<file path="src/rtl/report_collector_c5.sv">
// Report collector for the cluster-5 stage-0 automata. It timestamps every
// cycle where run is high and any report bit fires, and queues that event in a small FIFO.
module report_collector_c5 #(
  parameter int NUM_REPORTS = 36,
  parameter int TS_WIDTH    = 16,
  parameter int DEPTH       = 8,
  parameter int DROP_WIDTH  = 8
) (
  input  logic                            clk_i,
  input  logic                            rst_ni,
  input  logic                            run_i,
  input  logic [NUM_REPORTS-1:0]          report_vec_i,
  input  logic                            clear_flags_i,
  output logic                            rpt_valid_o,
  input  logic                            rpt_ready_i,
  output logic [TS_WIDTH+NUM_REPORTS-1:0] rpt_data_o,
  output logic [$clog2(DEPTH):0]          fifo_level_o,
  output logic                            overflow_o,
  output logic [DROP_WIDTH-1:0]           drop_count_o,
  output logic [TS_WIDTH-1:0]             ts_o
);

  localparam int AW = $clog2(DEPTH);
  localparam int EW = TS_WIDTH + NUM_REPORTS;

  localparam logic [AW-1:0]         PTR_ONE  = 1;
  localparam logic [AW:0]           LVL_ONE  = 1;
  localparam logic [AW:0]           LVL_FULL = (AW+1)'(DEPTH);
  localparam logic [TS_WIDTH-1:0]   TS_ONE   = 1;
  localparam logic [DROP_WIDTH-1:0] DROP_ONE = 1;

  logic [EW-1:0]         mem_q [DEPTH];
  logic [AW-1:0]         rd_ptr_q, rd_ptr_d;
  logic [AW-1:0]         wr_ptr_q, wr_ptr_d;
  logic [AW:0]           level_q, level_d;
  logic [TS_WIDTH-1:0]   ts_q, ts_d;
  logic                  overflow_q, overflow_d;
  logic [DROP_WIDTH-1:0] drop_q, drop_d;

  logic event_in, full, pop, push, drop;

  assign event_in = run_i && (report_vec_i != '0);
  assign full     = (level_q == LVL_FULL);
  assign pop      = (level_q != '0) && rpt_ready_i;
  // A pop in the same cycle frees the slot the new event needs, even when the FIFO is full.
  assign push     = event_in && (!full || pop);
  assign drop     = event_in && full && !pop;

  always_comb begin
    rd_ptr_d   = rd_ptr_q;
    wr_ptr_d   = wr_ptr_q;
    level_d    = level_q;
    ts_d       = ts_q;
    overflow_d = overflow_q;
    drop_d     = drop_q;

    if (pop)  rd_ptr_d = rd_ptr_q + PTR_ONE;
    if (push) wr_ptr_d = wr_ptr_q + PTR_ONE;

    case ({push, pop})
      2'b10:   level_d = level_q + LVL_ONE;
      2'b01:   level_d = level_q - LVL_ONE;
      default: level_d = level_q;
    endcase

    if (run_i) ts_d = ts_q + TS_ONE;

    // A drop wins over clear_flags, so the drop in the clearing cycle counts as the first drop.
    if (drop) begin
      overflow_d = 1'b1;
      if (clear_flags_i)  drop_d = DROP_ONE;
      else if (!(&drop_q)) drop_d = drop_q + DROP_ONE;
    end else if (clear_flags_i) begin
      overflow_d = 1'b0;
      drop_d     = '0;
    end
  end

  always_ff @(posedge clk_i or negedge rst_ni) begin
    if (!rst_ni) begin
      rd_ptr_q   <= '0;
      wr_ptr_q   <= '0;
      level_q    <= '0;
      ts_q       <= '0;
      overflow_q <= 1'b0;
      drop_q     <= '0;
    end else begin
      rd_ptr_q   <= rd_ptr_d;
      wr_ptr_q   <= wr_ptr_d;
      level_q    <= level_d;
      ts_q       <= ts_d;
      overflow_q <= overflow_d;
      drop_q     <= drop_d;
    end
  end

  // Storage is cleared on reset so the head output reads zero after reset.
  for (genvar gi = 0; gi < DEPTH; gi++) begin : g_entry
    always_ff @(posedge clk_i or negedge rst_ni) begin
      if (!rst_ni)
        mem_q[gi] <= '0;
      else if (push && (wr_ptr_q == AW'(gi)))
        mem_q[gi] <= {ts_q, report_vec_i};
    end
  end

  assign rpt_valid_o  = (level_q != '0);
  assign rpt_data_o   = mem_q[rd_ptr_q];
  assign fifo_level_o = level_q;
  assign overflow_o   = overflow_q;
  assign drop_count_o = drop_q;
  assign ts_o         = ts_q;

endmodule
</file>
<file path="config.mk">
export PLATFORM = sky130hd
export DESIGN_NAME = report_collector_c5
export DESIGN_NICKNAME = d
export VERILOG_FILES = /design/src/rtl/report_collector_c5.sv
export SDC_FILE = /design/constraint.sdc
export NUM_CORES = 1
export LEC_CHECK = 0
export BUFFER_PORTS_ARGS = -buffer_cell sky130_fd_sc_hd__buf_2
export CAP_MARGIN = 10
export CORE_MARGIN = 5
export CORE_UTILIZATION = 55
export DETAILED_ROUTE_END_ITERATION = 12
export PLACE_DENSITY_LB_ADDON = 0.15
export SYNTH_ARGS = -nofsm -noshare
export SYNTH_HDL_FRONTEND = slang
export SYNTH_SLANG_ARGS = --single-unit
export TNS_END_PERCENT = 30
</file>
<file path="constraint.sdc">
create_clock -name clk_i -period 2.3 [get_ports clk_i]
set_input_delay 0.23 -clock clk_i [delete_from_list [all_inputs] [get_ports clk_i]]
set_output_delay 0.23 -clock clk_i [all_outputs]
set_load 0.1 [all_outputs]
</file>
Word level (Yosys, flattened, before mapping)
Index checks and enable logic that the tools add are counted.
Storage, ports and cells
  register bits after elaboration: 451
  output and inout bits: 82
Cells by class
  order comparisons: 1
  bitwise operators: 1
  eq/ne operators: 11
  reduce and logical (&&, ||, !) cells: 23
  add/sub/neg operators: 6
  mux-type cells: 10
Operators by type and width (number)
  binary-select mux 52 bit (select 3 bit): 1
  2-to-1 mux 52 bit: 2
  nonzero test 36 bit: 1
  2-to-1 mux 8 bit: 4
  adder 16 x 1 -> 16 bit, second input constant: 1
  logical AND 1 bit: 13
  equality test 3 bit, second input constant: 4
  adder 8 x 1 -> 8 bit, second input constant: 1
  one-hot mux 4 bit (2 select lines): 1
  AND reduction 8 bit: 1
  adder 3 x 1 -> 3 bit, second input constant: 2
  equality test 3 x 2 -> 1 bit, second input constant: 2
  adder 4 x 1 -> 4 bit, second input constant: 1
  equality test 4 bit, second input constant: 1
  >= comparator 4 bit, second input constant: 1
  inverter 3 -> 4 bit: 1
  nonzero test 2 bit: 2
  nonzero test 4 bit: 1
  subtractor 4 x 1 -> 4 bit, second input constant: 1
  equality test 3 x 1 -> 1 bit, second input constant: 1
  zero test 3 bit: 1
  equality test 2 x 1 -> 1 bit, second input constant: 1
  equality test 2 bit, second input constant: 1
  zero test 1 bit: 2
  other kinds (4): 5

Depth between registers and ports, before layout
Gate-level depths: netlist (run 1).
  depth in word-level cells: 6
  mapped depth: 12
  depth with buffers taken out: 11

Worst setup path after synthesis (run 1)
No wires, ideal clock.
  path kind: reg2reg
  start: reg level_q[0], in the netlist fifo_level_o[0]
  end: reg level_q[3], in the netlist fifo_level_o[3]
  slack: -0.854 ns
  stages on the path, launching flop included: 11
  arrival time: 2.991 ns
  cells stage by stage: dfrtp_1 -> or4_4 -> and2_0 -> nand2_1 -> inv_1 -> ha_1 -> a21o_1 -> a21oi_1 -> nand2_1 -> o32ai_1 -> xor2_1
Between the ends
  cells in the longest elaborated chain, start to end: 6
  elaborated cells between the ends (all ways): 12
Ends and longest elaborated chain
  start, declared: line 35  | logic [AW:0] level_q, level_d;
  start signal, assigned: line 90  | level_q <= level_d;
  nonzero test 4 bit *
  named net rpt_valid_o: line 14  | output logic rpt_valid_o,
  logical AND 1 bit *: line 44  | assign pop = (level_q != '0) && rpt_ready_i;
  logical OR 1 bit: line 46  | assign push = event_in && (!full || pop);
  logical AND 1 bit: line 46
  equality test 2 x 1 -> 1 bit or equality test 2 bit (tied branches): line 60  | case ({push, pop})
  one-hot mux 4 bit (2 select lines) or nonzero test 2 bit (tied branches)
Mark *: on every way through the listed nets, which the timed path passes. The rest lies on a longest branch.
A chain may end at the register's enable or synchronous reset.

Final worst setup path (run 1)
  start: reg rd_ptr_q[0]
  end: out rpt_data_o[41]
Between the ends
  cells in the longest elaborated chain, start to end: 4
Ends and longest elaborated chain
  start, declared: line 33  | logic [AW-1:0] rd_ptr_q, rd_ptr_d;
  start signal, assigned: line 88  | rd_ptr_q <= rd_ptr_d;
  inverter 3 -> 4 bit (not written as such): line 108  | assign rpt_data_o = mem_q[rd_ptr_q];
  binary-select mux 52 bit (select 3 bit): line 108
  2-to-1 mux 52 bit (not written as such) (2 in series): line 108
  end, declared: line 16  | output logic [TS_WIDTH+NUM_REPORTS-1:0] rpt_data_o,
Every way passes these cells. The select of a mux whose other input is x is not followed.

==> flow_summary.rst, run 1 <==
.. list-table::
   :header-rows: 1

   * - Metric
     - Value
   * - Overall fraction of global-route tracks in use
     - between 20% and 30%
   * - Peak Freq
     - ~380 MHz
   * - # port buffers
     - about 120
   * - Full die area
     - roughly 41000 sq um
   * - Placed wire-length estimate after detailed placement
     - between 20000 and 30000 um
   * - Worst-case clock buffer depth
     - 3
   * - Drt first-iter violations
     - 532
   * - Post-route clock period utilization
     - 115%
   * - Worst R2R End
     - fifo_level_o[3]
   * - Post-synthesis register bit count
     - 451
   * - Sequential area share after synthesis
     - a little under three fifths
   * - Slew at the pin with the worst max-slew slack
     - between 700 and 800 ps
   * - Arrival time of the worst setup path
     - around 2400 ps
   * - Number of different library cells in the post-synthesis netlist
     - 39
   * - Worst-case reg-to-reg path depth
     - 10
   * - Share of synthesized area spent on multiplexers
     - between 30% and 40%
   * - Most used flip-flop cell after synthesis
     - sky130_fd_sc_hd__dfrtp_1
   * - Share of async-settable or async-resettable flops after synthesis
     - 100%
   * - Post-synthesis share of cell area spent on and, or, nand and nor gates
     - around 2.4%
   * - Non-Filler Instances
     - just under 2000
   * - Height of the die
     - roughly 200 um
   * - Critical register-to-register path startpoint
     - fifo_level_o[3]
   * - Shortest period the worst path allows
     - between 2000 and 3000 ps
   * - Area fraction in compound gates after synthesis
     - less than 1%
   * - Filler Cell Count
     - between 2000 and 2500
   * - Reg2Reg Setup Slack
     - -20 ps
   * - Synthesis-to-finish area growth
     - 25.7%
   * - Vias post-DR
     - roughly 12000
   * - Number of pins exceeding their max-slew limit in the final report
     - 0
   * - Pin count of the biggest net entering global routing
     - 67
   * - First-pass iteration count of the detailed router
     - 4
   * - Rows
     - 70
   * - Post-Synthesis Mean Instance Area
     - between 15 and 20 sq um
   * - Parity-gate share of the synthesized area counting xor and xnor cells
     - 0.902%
   * - Largest family of logic cells by synthesized area
     - multiplexers
   * - Number of cells produced by synthesis
     - approximately 1300
   * - Worst-path fanout max
     - 7
   * - CP startpoint kind
     - flop
   * - Number of endpoints failing setup at the final stage
     - 53
   * - Number of nets in the synthesized netlist
     - between 1000 and 1500
   * - Mapped Area
     - about 20000 sq um
   * - Setup crit start
     - rd_ptr_q[0]
   * - Detail Route Antenna Nets
     - 0
   * - Endpoint type of the worst setup path
     - output port
   * - Dominant cell type by area after synthesis
     - sky130_fd_sc_hd__dfrtp_1
   * - Routed length per instance
     - approximately 24 um
   * - EDFF count, synth
     - 0
   * - Total clock buffers created by CTS
     - 48
   * - Adder and majority gate portion of the synthesized area
     - less than 1%
   * - Total detailed-routing wirelength
     - between 40000 and 50000 um
   * - Worst Hold Margin
     - 29.2 ps
   * - H-tree lvl count
     - 2
   * - Clock root cell
     - sky130_fd_sc_hd__clkbuf_16
   * - Proportion of layout cells with a drive suffix above 1
     - between 60% and 70%
   * - Setup ws final
     - -351 ps
   * - Remaining DRCs
     - 0
   * - Clock latency on the worst-skew pair
     - slightly below 600 ps
   * - Clock slew seen by the registers of the worst setup and hold paths
     - around 60 ps
   * - Antenna violations before repair
     - 3
   * - Final hold vios
     - 0
   * - Count of placed standard cells including taps
     - about 1900
   * - Count of pins on the block boundary
     - approximately 120
   * - Number of clock sinks
     - about 450
   * - Die Span X
     - roughly 200 um
   * - Final weighted congestion in routability-driven placement
     - approximately 0.79
   * - Destination of the critical timing path
     - rpt_data_o[41]
   * - CP Data Required Time
     - 2070 ps
   * - Unrepaired setup endpoints after global routing
     - true
   * - Core area
     - 36600 sq um
   * - Total gr overflow
     - 0
   * - Type of the most critical hold path
     - input pin to flop
   * - Nets
     - between 1500 and 2000
   * - Avg Vias per Cell
     - a little under 6
   * - Count of synthesis-stage warnings from yosys
     - 0
   * - Via count of the first global-routing pass
     - around 13000
   * - Violated checks
     - negative setup slack
   * - First-pass GRT wire length
     - between 70000 and 80000 um
   * - Clock tree from TritonCTS
     - done
   * - Slew margin rel.
     - roughly 52%
   * - Number of max-cap violations
     - 0
   * - Ranking of synthesized cells by area
     - sky130_fd_sc_hd__dfrtp_1, sky130_fd_sc_hd__mux2_2, sky130_fd_sc_hd__mux4_2
   * - Startpoint-to-endpoint class of the critical path
     - flop to output port
   * - Final setup skew
     - between 10 and 15 ps
   * - Starting utilization of the core area
     - 55.7%
   * - Result of the run
     - finished with violations
   * - Area share of the largest cell type after synthesis
     - between 50% and 60%
## through the flow
step	worst slack (ps)	utilization, %	area (sq um)	TNS [ps]
global route	-406	70.0	25600	-19140
CTS	-371	69.7	25500	-16970
global placement	-691	62.5	22900	-220510
floorplan	-317	-	20600	-1080
detailed placement	-655	62.5	22900	-191170
finish	-351	70.0	25600	-15680
## cell usage in the layout, fill, tap and decap left out, types with 5 or more instances in the layout
cell	count
sky130_fd_sc_hd__a21oi_1	7
sky130_fd_sc_hd__and3_1	6
sky130_fd_sc_hd__buf_12	94
sky130_fd_sc_hd__buf_16	10
sky130_fd_sc_hd__buf_2	68
sky130_fd_sc_hd__buf_4	76
sky130_fd_sc_hd__clkbuf_1	19
sky130_fd_sc_hd__clkbuf_16	51
sky130_fd_sc_hd__clkbuf_8	8
sky130_fd_sc_hd__dfrtp_1	442
sky130_fd_sc_hd__dfrtp_4	5
sky130_fd_sc_hd__ha_1	9
sky130_fd_sc_hd__inv_1	7
sky130_fd_sc_hd__mux2_2	419
sky130_fd_sc_hd__mux2_4	52
sky130_fd_sc_hd__mux4_2	104
sky130_fd_sc_hd__nand2_1	18
sky130_fd_sc_hd__nand3_1	16
sky130_fd_sc_hd__nor4_1	8
sky130_fd_sc_hd__nor4_4	7
sky130_fd_sc_hd__o21ai_0	5
sky130_fd_sc_hd__xnor2_1	16
sky130_fd_sc_hd__xor2_1	5
## layer usage
metal | global-route usage, % | vias to the layer above | wire length [um]
met5 | 0 | - | 28
met4 | 5.50 | 4 | 1010
met3 | 4.47 | 66 | 1890
met2 | 40.4 | 215 | 24200
met1 | 32.8 | 6383 | 20500
li1 | - | 5160 | -
## logic make-up after synthesis
kind of cell,after synthesis
buffers and inverters,101
and+or+nand+nor,80
AOI/OAI and AO/OA,23
DFF,451
adders and majority gates,12
muxes,578
xor gates and xnor gates,21
## state kept, by name, indices dropped and copies added (netlist names)
name / flops
drop_count_o: 8
fifo_level_o: 4
mem_q: 416
overflow_o: 1
rd_ptr_q: 3
ts_o: 16
wr_ptr_q: 3
## worst max-delay path, cell delays in order, from the launching register on
cell	delay [ps]
sky130_fd_sc_hd__dfrtp_4	510
sky130_fd_sc_hd__buf_12	150
sky130_fd_sc_hd__buf_12	130
sky130_fd_sc_hd__buf_16	150
sky130_fd_sc_hd__mux4_2	430
sky130_fd_sc_hd__mux2_4	290
sky130_fd_sc_hd__buf_12	170
## what timing repair did
item	in CTS	in global routing
cloned	7	2
setup endpoints to repair	55	56
endpoints found under the hold margin	55	0
setup buffers	6	0
pin swaps	1	0
resized for setup	222	6
hold buffers	3	0
## synth_stat cells, types with 4 or more instances
| cell | number |
|---|---|
| sky130_fd_sc_hd__a21oi_1 | 8 |
| sky130_fd_sc_hd__and3_1 | 6 |
| sky130_fd_sc_hd__buf_1 | 6 |
| sky130_fd_sc_hd__buf_2 | 46 |
| sky130_fd_sc_hd__clkbuf_1 | 39 |
| sky130_fd_sc_hd__dfrtp_1 | 451 |
| sky130_fd_sc_hd__ha_1 | 11 |
| sky130_fd_sc_hd__inv_1 | 8 |
| sky130_fd_sc_hd__mux2_2 | 471 |
| sky130_fd_sc_hd__mux4_2 | 104 |
| sky130_fd_sc_hd__nand2_1 | 19 |
| sky130_fd_sc_hd__nand3_1 | 16 |
| sky130_fd_sc_hd__nand4_1 | 4 |
| sky130_fd_sc_hd__nor4_1 | 9 |
| sky130_fd_sc_hd__nor4_2 | 6 |
| sky130_fd_sc_hd__o21ai_0 | 5 |
| sky130_fd_sc_hd__o31ai_1 | 5 |
| sky130_fd_sc_hd__or4_1 | 4 |
| sky130_fd_sc_hd__xnor2_1 | 16 |
| sky130_fd_sc_hd__xor2_1 | 5 |
## cell type report
class	count	area (sq um)	area share, %
diodes	1	2.50	0.00977
well taps	468	586	2.29
clock buffers	76	1410	5.49
repair buffers	255	3180	12.4
flip-flops and latches	451	11300	44.1
multi-input cells	714	8980	35.0
inverters	9	33.8	0.132
clock inverters	11	125	0.488
## worst min path at each step
stage | slack [ps] | to | cells past startpoint | startpoint
finish | 30 | mem_q[84] | 2 | report_vec_i[32]
global route | 20 | mem_q[188] | 2 | report_vec_i[32]
global placement | 210 | drop_count_o[4] | 1 | rst_ni
floorplan | -70 | drop_count_o[0] | 0 | rst_ni
CTS | 5 | mem_q[84] | 2 | report_vec_i[32]
detailed placement | 220 | mem_q[163] | 1 | rst_ni
Power of run 1 is left out: the tool's default activity adds up to more than one toggle a clock period on the data nets, which glitch-free logic cannot reach.
==> inputs of run 2 (changes only) <==
--- a/config.mk
+++ b/config.mk
@@ -11,6 +11,7 @@
 export CORE_UTILIZATION = 55
 export DETAILED_ROUTE_END_ITERATION = 12
 export PLACE_DENSITY_LB_ADDON = 0.15
+export SETUP_SLACK_MARGIN = 0.15
 export SYNTH_ARGS = -nofsm -noshare
 export SYNTH_HDL_FRONTEND = slang
 export SYNTH_SLANG_ARGS = --single-unit
==> flow_summary.rst, run 2 (synthesized netlist as in run 1, its figures left out) <==
.. list-table::
   :header-rows: 1

   * - Metric
     - Value
   * - Top library cells by usage in the layout, fill and taps aside
     - sky130_fd_sc_hd__dfrtp_1, sky130_fd_sc_hd__mux2_2, sky130_fd_sc_hd__mux4_2
   * - Clock root cell
     - sky130_fd_sc_hd__clkbuf_16
   * - Core area
     - 36600 sq um (unchanged)
   * - Pin count of the biggest net entering global routing
     - 80 (+19%)
   * - Count of placed standard cells including taps
     - 1890 (+0.59%)
   * - Number of max-cap violations
     - 0 (unchanged)
   * - Peak Freq
     - 385 MHz (+2.1%)
   * - Register with the highest flop count
     - mem_q
   * - Non-Filler Instances
     - 1994 (+0.45%)
   * - Slew at the pin with the worst max-slew slack
     - 661 ps (-47.8 ps)
   * - Rows
     - 70 (unchanged)
   * - Final setup skew
     - 12.4 ps (+1.14 ps)
   * - Commonest non-fill, non-tap cell in the layout
     - sky130_fd_sc_hd__dfrtp_1
   * - CP startpoint kind
     - flop
   * - Number of buffer and inverter stages on the critical path
     - 3 (-1)
   * - Number of endpoints failing setup at the final stage
     - 52 (-1.9%)
   * - Final weighted congestion in routability-driven placement
     - 0.783 (-0.55%)
   * - Critical register-to-register path startpoint
     - fifo_level_o[3]
   * - Number of clock sinks
     - 451 (unchanged)
   * - Total gr overflow
     - 0 (unchanged)
   * - Die Span X
     - 203 um (unchanged)
   * - Detail Route Antenna Nets
     - 0 (unchanged)
   * - Critical path's top delay family
     - multiplexers
   * - Maximum cell stage delay along the critical path
     - 530 ps (+20 ps)
   * - Count of pins on the block boundary
     - 123 (unchanged)
   * - Crit-path cells
     - buf_12, buf_16, mux4_2, mux2_4, buf_12
   * - Arrival time of the worst setup path
     - 2370 ps (-50 ps)
   * - Final hold vios
     - 0 (unchanged)
   * - Endpoint type of the worst setup path
     - output port
   * - Avg Vias per Cell
     - 5.88 (-1.2%)
   * - Drt first-iter violations
     - 503 (-5.5%)
   * - # port buffers
     - 122 (unchanged)
   * - Clock tree from TritonCTS
     - done
   * - Routed length per instance
     - 23.2 um (-3.3%)
   * - Clock slew seen by the registers of the worst setup and hold paths
     - 60 ps (about the same)
   * - Starting utilization of the core area
     - 55.7% (unchanged)
   * - Type of the most critical hold path
     - input pin to flop
   * - Unrepaired setup endpoints after global routing
     - true
   * - Setup crit start
     - rd_ptr_q[0]
   * - Result of the run
     - finished with violations
   * - Remaining DRCs
     - 0 (unchanged)
   * - Vias post-DR
     - 11700 (-0.79%)
   * - Number of pins exceeding their max-slew limit in the final report
     - 0 (unchanged)
   * - Overall fraction of global-route tracks in use
     - 23.1% (-0.78 points)
   * - Cell with the largest stage delay on the worst path
     - sky130_fd_sc_hd__mux4_2
   * - Violated checks
     - negative setup slack
   * - First-pass iteration count of the detailed router
     - 4 (unchanged)
   * - Antenna violations before repair
     - 1 (-2)
   * - First-pass GRT wire length
     - 75600 um (-1.6%)
   * - Proportion of layout cells with a drive suffix above 1
     - 61.8% (+0.82 points)
   * - Nets
     - 1542 (+0.65%)
   * - Most repeated library cell on the critical path
     - sky130_fd_sc_hd__buf_12
   * - Worst-case clock buffer depth
     - 3 (unchanged)
   * - Height of the die
     - 203 um (unchanged)
   * - Full die area
     - 41000 sq um (unchanged)
   * - Clock latency on the worst-skew pair
     - 550 ps (-30 ps)
   * - Max reg flops
     - 416 (unchanged)
   * - Worst-path fanout max
     - 17 (+10)
   * - H-tree lvl count
     - 2 (unchanged)
   * - Post-route core utilization
     - 70.2% (+0.23 points)
   * - Total detailed-routing wirelength
     - 46200 um (-2.9%)
   * - Worst-case setup slack after placement
     - -376 ps (+279 ps)
   * - Worst hold start
     - report_vec_i[4]
   * - Total clock buffers created by CTS
     - 48 (unchanged)
   * - Setup ws final
     - -297 ps (+53.7 ps)
   * - Post-route clock period utilization
     - 113% (-2.3 points)
   * - CP Data Required Time
     - 2070 ps (about the same)
   * - Startpoint-to-endpoint class of the critical path
     - flop to output port
   * - Via count of the first global-routing pass
     - 13100 (+0.51%)
   * - Slew margin rel.
     - 55.6% (+3.2 points)
   * - Placed wire-length estimate after detailed placement
     - 30000 um (+1.5%)
   * - Synthesis-to-finish area growth
     - 26.1%
   * - Shortest period the worst path allows
     - 2600 ps (-53.7 ps)
-- run 2: cell types whose count changed in the layout (fill, tap and decap cells not counted), moves of 2 or more --
| cell | change |
|---|---|
| sky130_fd_sc_hd__buf_6 | +26 |
| sky130_fd_sc_hd__clkbuf_8 | +3 |
| sky130_fd_sc_hd__clkinv_2 | +2 |
| sky130_fd_sc_hd__buf_12 | -15 |
| sky130_fd_sc_hd__bufinv_16 | +3 |
| sky130_fd_sc_hd__clkbuf_1 | -6 |
| sky130_fd_sc_hd__buf_16 | -7 |
| sky130_fd_sc_hd__mux2_2 | -35 |
| sky130_fd_sc_hd__buf_4 | +5 |
| sky130_fd_sc_hd__dlygate4sd3_1 | +2 |
| sky130_fd_sc_hd__mux2_4 | +35 |
-- run 2: final timing paths --
kind / end / slack, ps / depth (start not counted)
max in group asynchronous: mem_q[95] / 1260 / 4
min in group asynchronous: mem_q[313] / 220 / 2
setup / recovery: rpt_data_o[30] / -300 / 5
hold / removal: mem_q[56] / 30 / 2
setup reg to reg: fifo_level_o[3] / 50 / 10
hold reg to reg: mem_q[75] / 500 / 1
-- run 2: area by class of cell --
cell class	count	area, sq um
multi-input cells	714	9130
diodes	1	2.50
clock inverters	13	198
well taps	468	586
fillers	2484	10900
flip-flops and latches	451	11300
repair buffers	265	3010
clock buffers	73	1430
inverters	9	37.5
-- run 2: stage by stage --
| step | hold WS [ps] | area [sq um] | TNS [ps] |
|---|---|---|---|
| after global routing | 25.0 | 25700 | -17350 |
| after detailed placement | 203 | 23000 | -77810 |
| after CTS | 13.4 | 25600 | -15590 |
| final | 26.0 | 25700 | -13360 |
| after global placement | 203 | 23000 | -96350 |
| after floorplan | -65.6 | 20600 | -1050 |
-- run 2: metal layers --
metal	track usage, %	vias up	wire [um]	share of wire [%]
li1	-	5182	-	-
met1	31.7	6310	20300	44
met4	5.07	0	777	1.7
met3	3.48	58	1530	3.3
met2	39.8	184	23700	51
met5	0	-	0	0
-- run 2: repair_timing --
action	in CTS	in global routing
buffers inserted	5	6
hold endpoints to repair	128	0
gates resized for setup	217	12
hold buffers	5	0
pin swaps	9	10
setup endpoints to repair	120	170
cloned	0	1
Power of run 2 is left out for the same reason.
==> inputs of run 3 (changes only) <==
--- a/config.mk
+++ b/config.mk
@@ -12,6 +12,7 @@
 export DETAILED_ROUTE_END_ITERATION = 12
 export PLACE_DENSITY_LB_ADDON = 0.15
 export SETUP_SLACK_MARGIN = 0.15
+export SKIP_LAST_GASP = 1
 export SYNTH_ARGS = -nofsm -noshare
 export SYNTH_HDL_FRONTEND = slang
 export SYNTH_SLANG_ARGS = --single-unit
==> flow_summary.rst, run 3 (synthesized netlist as in run 1, its figures left out) <==
.. list-table::
   :header-rows: 1

   * - Metric
     - Value
   * - Result of the run
     - finished with violations
   * - Violated checks
     - negative setup slack
   * - H-tree lvl count
     - 2 (unchanged)
   * - Commonest non-fill, non-tap cell in the layout
     - sky130_fd_sc_hd__dfrtp_1
   * - Max reg flops
     - 416 (unchanged)
   * - First-pass GRT wire length
     - 74800 um (-0.98%)
   * - Count of pins on the block boundary
     - 123 (unchanged)
   * - Worst-path fanout max
     - 13 (-4)
   * - Proportion of layout cells with a drive suffix above 1
     - 61.5% (-0.22 points)
   * - Synthesis-to-finish area growth
     - 24.3%
   * - Setup ws final
     - -303 ps (-5.46 ps)
   * - CP Data Required Time
     - 2070 ps (about the same)
   * - Shortest period the worst path allows
     - 2600 ps (+5.46 ps)
   * - Avg Vias per Cell
     - 5.89 (+0.11%)
   * - Worst-case clock buffer depth
     - 3 (unchanged)
   * - Final setup skew
     - 12.8 ps (+0.420 ps)
   * - Clock slew seen by the registers of the worst setup and hold paths
     - 60 ps (about the same)
   * - Maximum cell stage delay along the critical path
     - 540 ps (about the same)
   * - Type of the most critical hold path
     - input pin to flop
   * - Slew at the pin with the worst max-slew slack
     - 656 ps (-4.68 ps)
   * - Total gr overflow
     - 0 (unchanged)
   * - Startpoint-to-endpoint class of the critical path
     - flop to output port
   * - Number of endpoints failing setup at the final stage
     - 52 (unchanged)
   * - Slew margin rel.
     - 55.9% (+0.31 points)
   * - Top library cells by usage in the layout, fill and taps aside
     - sky130_fd_sc_hd__dfrtp_1, sky130_fd_sc_hd__mux2_2, sky130_fd_sc_hd__mux4_2
   * - Final weighted congestion in routability-driven placement
     - 0.783 (unchanged)
   * - Detail Route Antenna Nets
     - 0 (unchanged)
   * - Total detailed-routing wirelength
     - 46200 um (about the same)
   * - CP startpoint kind
     - flop
   * - Number of pins exceeding their max-slew limit in the final report
     - 0 (unchanged)
   * - Endpoint type of the worst setup path
     - output port
   * - Cell with the largest stage delay on the worst path
     - sky130_fd_sc_hd__mux4_2
   * - Remaining DRCs
     - 0 (unchanged)
   * - Arrival time of the worst setup path
     - 2370 ps (about the same)
   * - Placed wire-length estimate after detailed placement
     - 30000 um (unchanged)
   * - Vias post-DR
     - 11700 (+0.060%)
   * - Via count of the first global-routing pass
     - 13000 (-0.74%)
   * - Drt first-iter violations
     - 468 (-7.0%)
   * - Peak Freq
     - 384 MHz (-0.21%)
   * - Number of clock sinks
     - 451 (unchanged)
   * - Die Span X
     - 203 um (unchanged)
   * - Clock tree from TritonCTS
     - done
   * - Number of buffer and inverter stages on the critical path
     - 3 (unchanged)
   * - Starting utilization of the core area
     - 55.7% (unchanged)
   * - Number of stages on the worst setup path
     - 5 (unchanged)
   * - Unrepaired setup endpoints after global routing
     - true
   * - Overall fraction of global-route tracks in use
     - 22.9% (-0.23 points)
   * - Clock latency on the worst-skew pair
     - 550 ps (about the same)
   * - First-pass iteration count of the detailed router
     - 6 (+2)
   * - Clock root cell
     - sky130_fd_sc_hd__clkbuf_16
   * - Instance count along the most critical hold path
     - 2 (unchanged)
   * - Height of the die
     - 203 um (unchanged)
   * - Total clock buffers created by CTS
     - 48 (unchanged)
   * - Antenna violations before repair
     - 1 (unchanged)
   * - Nets
     - 1541 (-0.065%)
   * - Accumulated negative setup slack
     - -14040 ps (-681 ps)
   * - Full die area
     - 41000 sq um (unchanged)
   * - Core area
     - 36600 sq um (unchanged)
   * - Final hold vios
     - 0 (unchanged)
   * - # port buffers
     - 122 (unchanged)
   * - Pin count of the biggest net entering global routing
     - 80 (unchanged)
   * - Routed length per instance
     - 23.2 um (about the same)
   * - Number of max-cap violations
     - 0 (unchanged)
   * - Crit-path cells
     - buf_12, buf_4, mux4_2, mux2_4, buf_6
   * - Rows
     - 70 (unchanged)
   * - Register with the highest flop count
     - mem_q
   * - Critical path's top delay family
     - multiplexers
   * - Worst-case reg-to-reg path depth
     - 10 (unchanged)
   * - Post-route clock period utilization
     - 113% (+0.24 points)
-- run 3: layer usage --
| metal | part of all wire, % | up-vias | track usage [%] |
|---|---|---|---|
| met1 | 44 | 6325 | 31.4 |
| met4 | 1.6 | 0 | 4.87 |
| met3 | 2.9 | 56 | 3.35 |
| met2 | 51 | 176 | 39.6 |
| li1 | - | 5184 | - |
| met5 | 0 | - | 0 |
-- run 3: final timing paths --
| check | slack (ps) | endpoint | startpoint |
|---|---|---|---|
| worst min register to register | 500 | mem_q[75] | mem_q[75] |
| min in group asynchronous | 220 | mem_q[313] | rst_ni |
| max in group asynchronous | 1270 | mem_q[95] | rst_ni |
| worst max register to register | 40 | fifo_level_o[3] | fifo_level_o[0] |
| worst min-delay path | 30 | mem_q[56] | report_vec_i[4] |
| worst max-delay path | -300 | rpt_data_o[41] | rd_ptr_q[0] |
-- run 3: area by class of cell --
class	instances	area [sq um]
Clock inverter	13	198
Inverter	9	33.8
Clock buffer	73	1430
Multi-Input combinational cell	714	8990
Fill cell	2544	11300
Sequential cell	451	11300
Antenna cell	1	2.50
Timing Repair Buffer	264	2780
Tap cell	468	586
-- run 3: metrics by stage --
stage | cell area [sq um] | hold WS, ps | std cells | utilization (%) | setup WS [ps]
finish | 25300 | 28.9 | 1993 | 69.2 | -303
global route | 25300 | 25.0 | 1992 | 69.2 | -380
CTS | 25000 | 13.4 | 1986 | 68.4 | -349
detailed placement | 23000 | 203 | 1890 | 62.9 | -376
global placement | 23000 | 203 | 1890 | 62.9 | -380
floorplan | 20600 | -65.6 | 1266 | - | -317
-- run 3: repair_timing --
item / CTS / global route
resized for setup: 90 / 42
cloned: 0 / 3
pin swaps: 0 / 5
endpoints found under the hold margin: 128 / 0
setup buffers: 5 / 3
hold buffers: 5 / 0
endpoints found under the setup margin: 120 / 190
Power of run 3 is left out for the same reason.
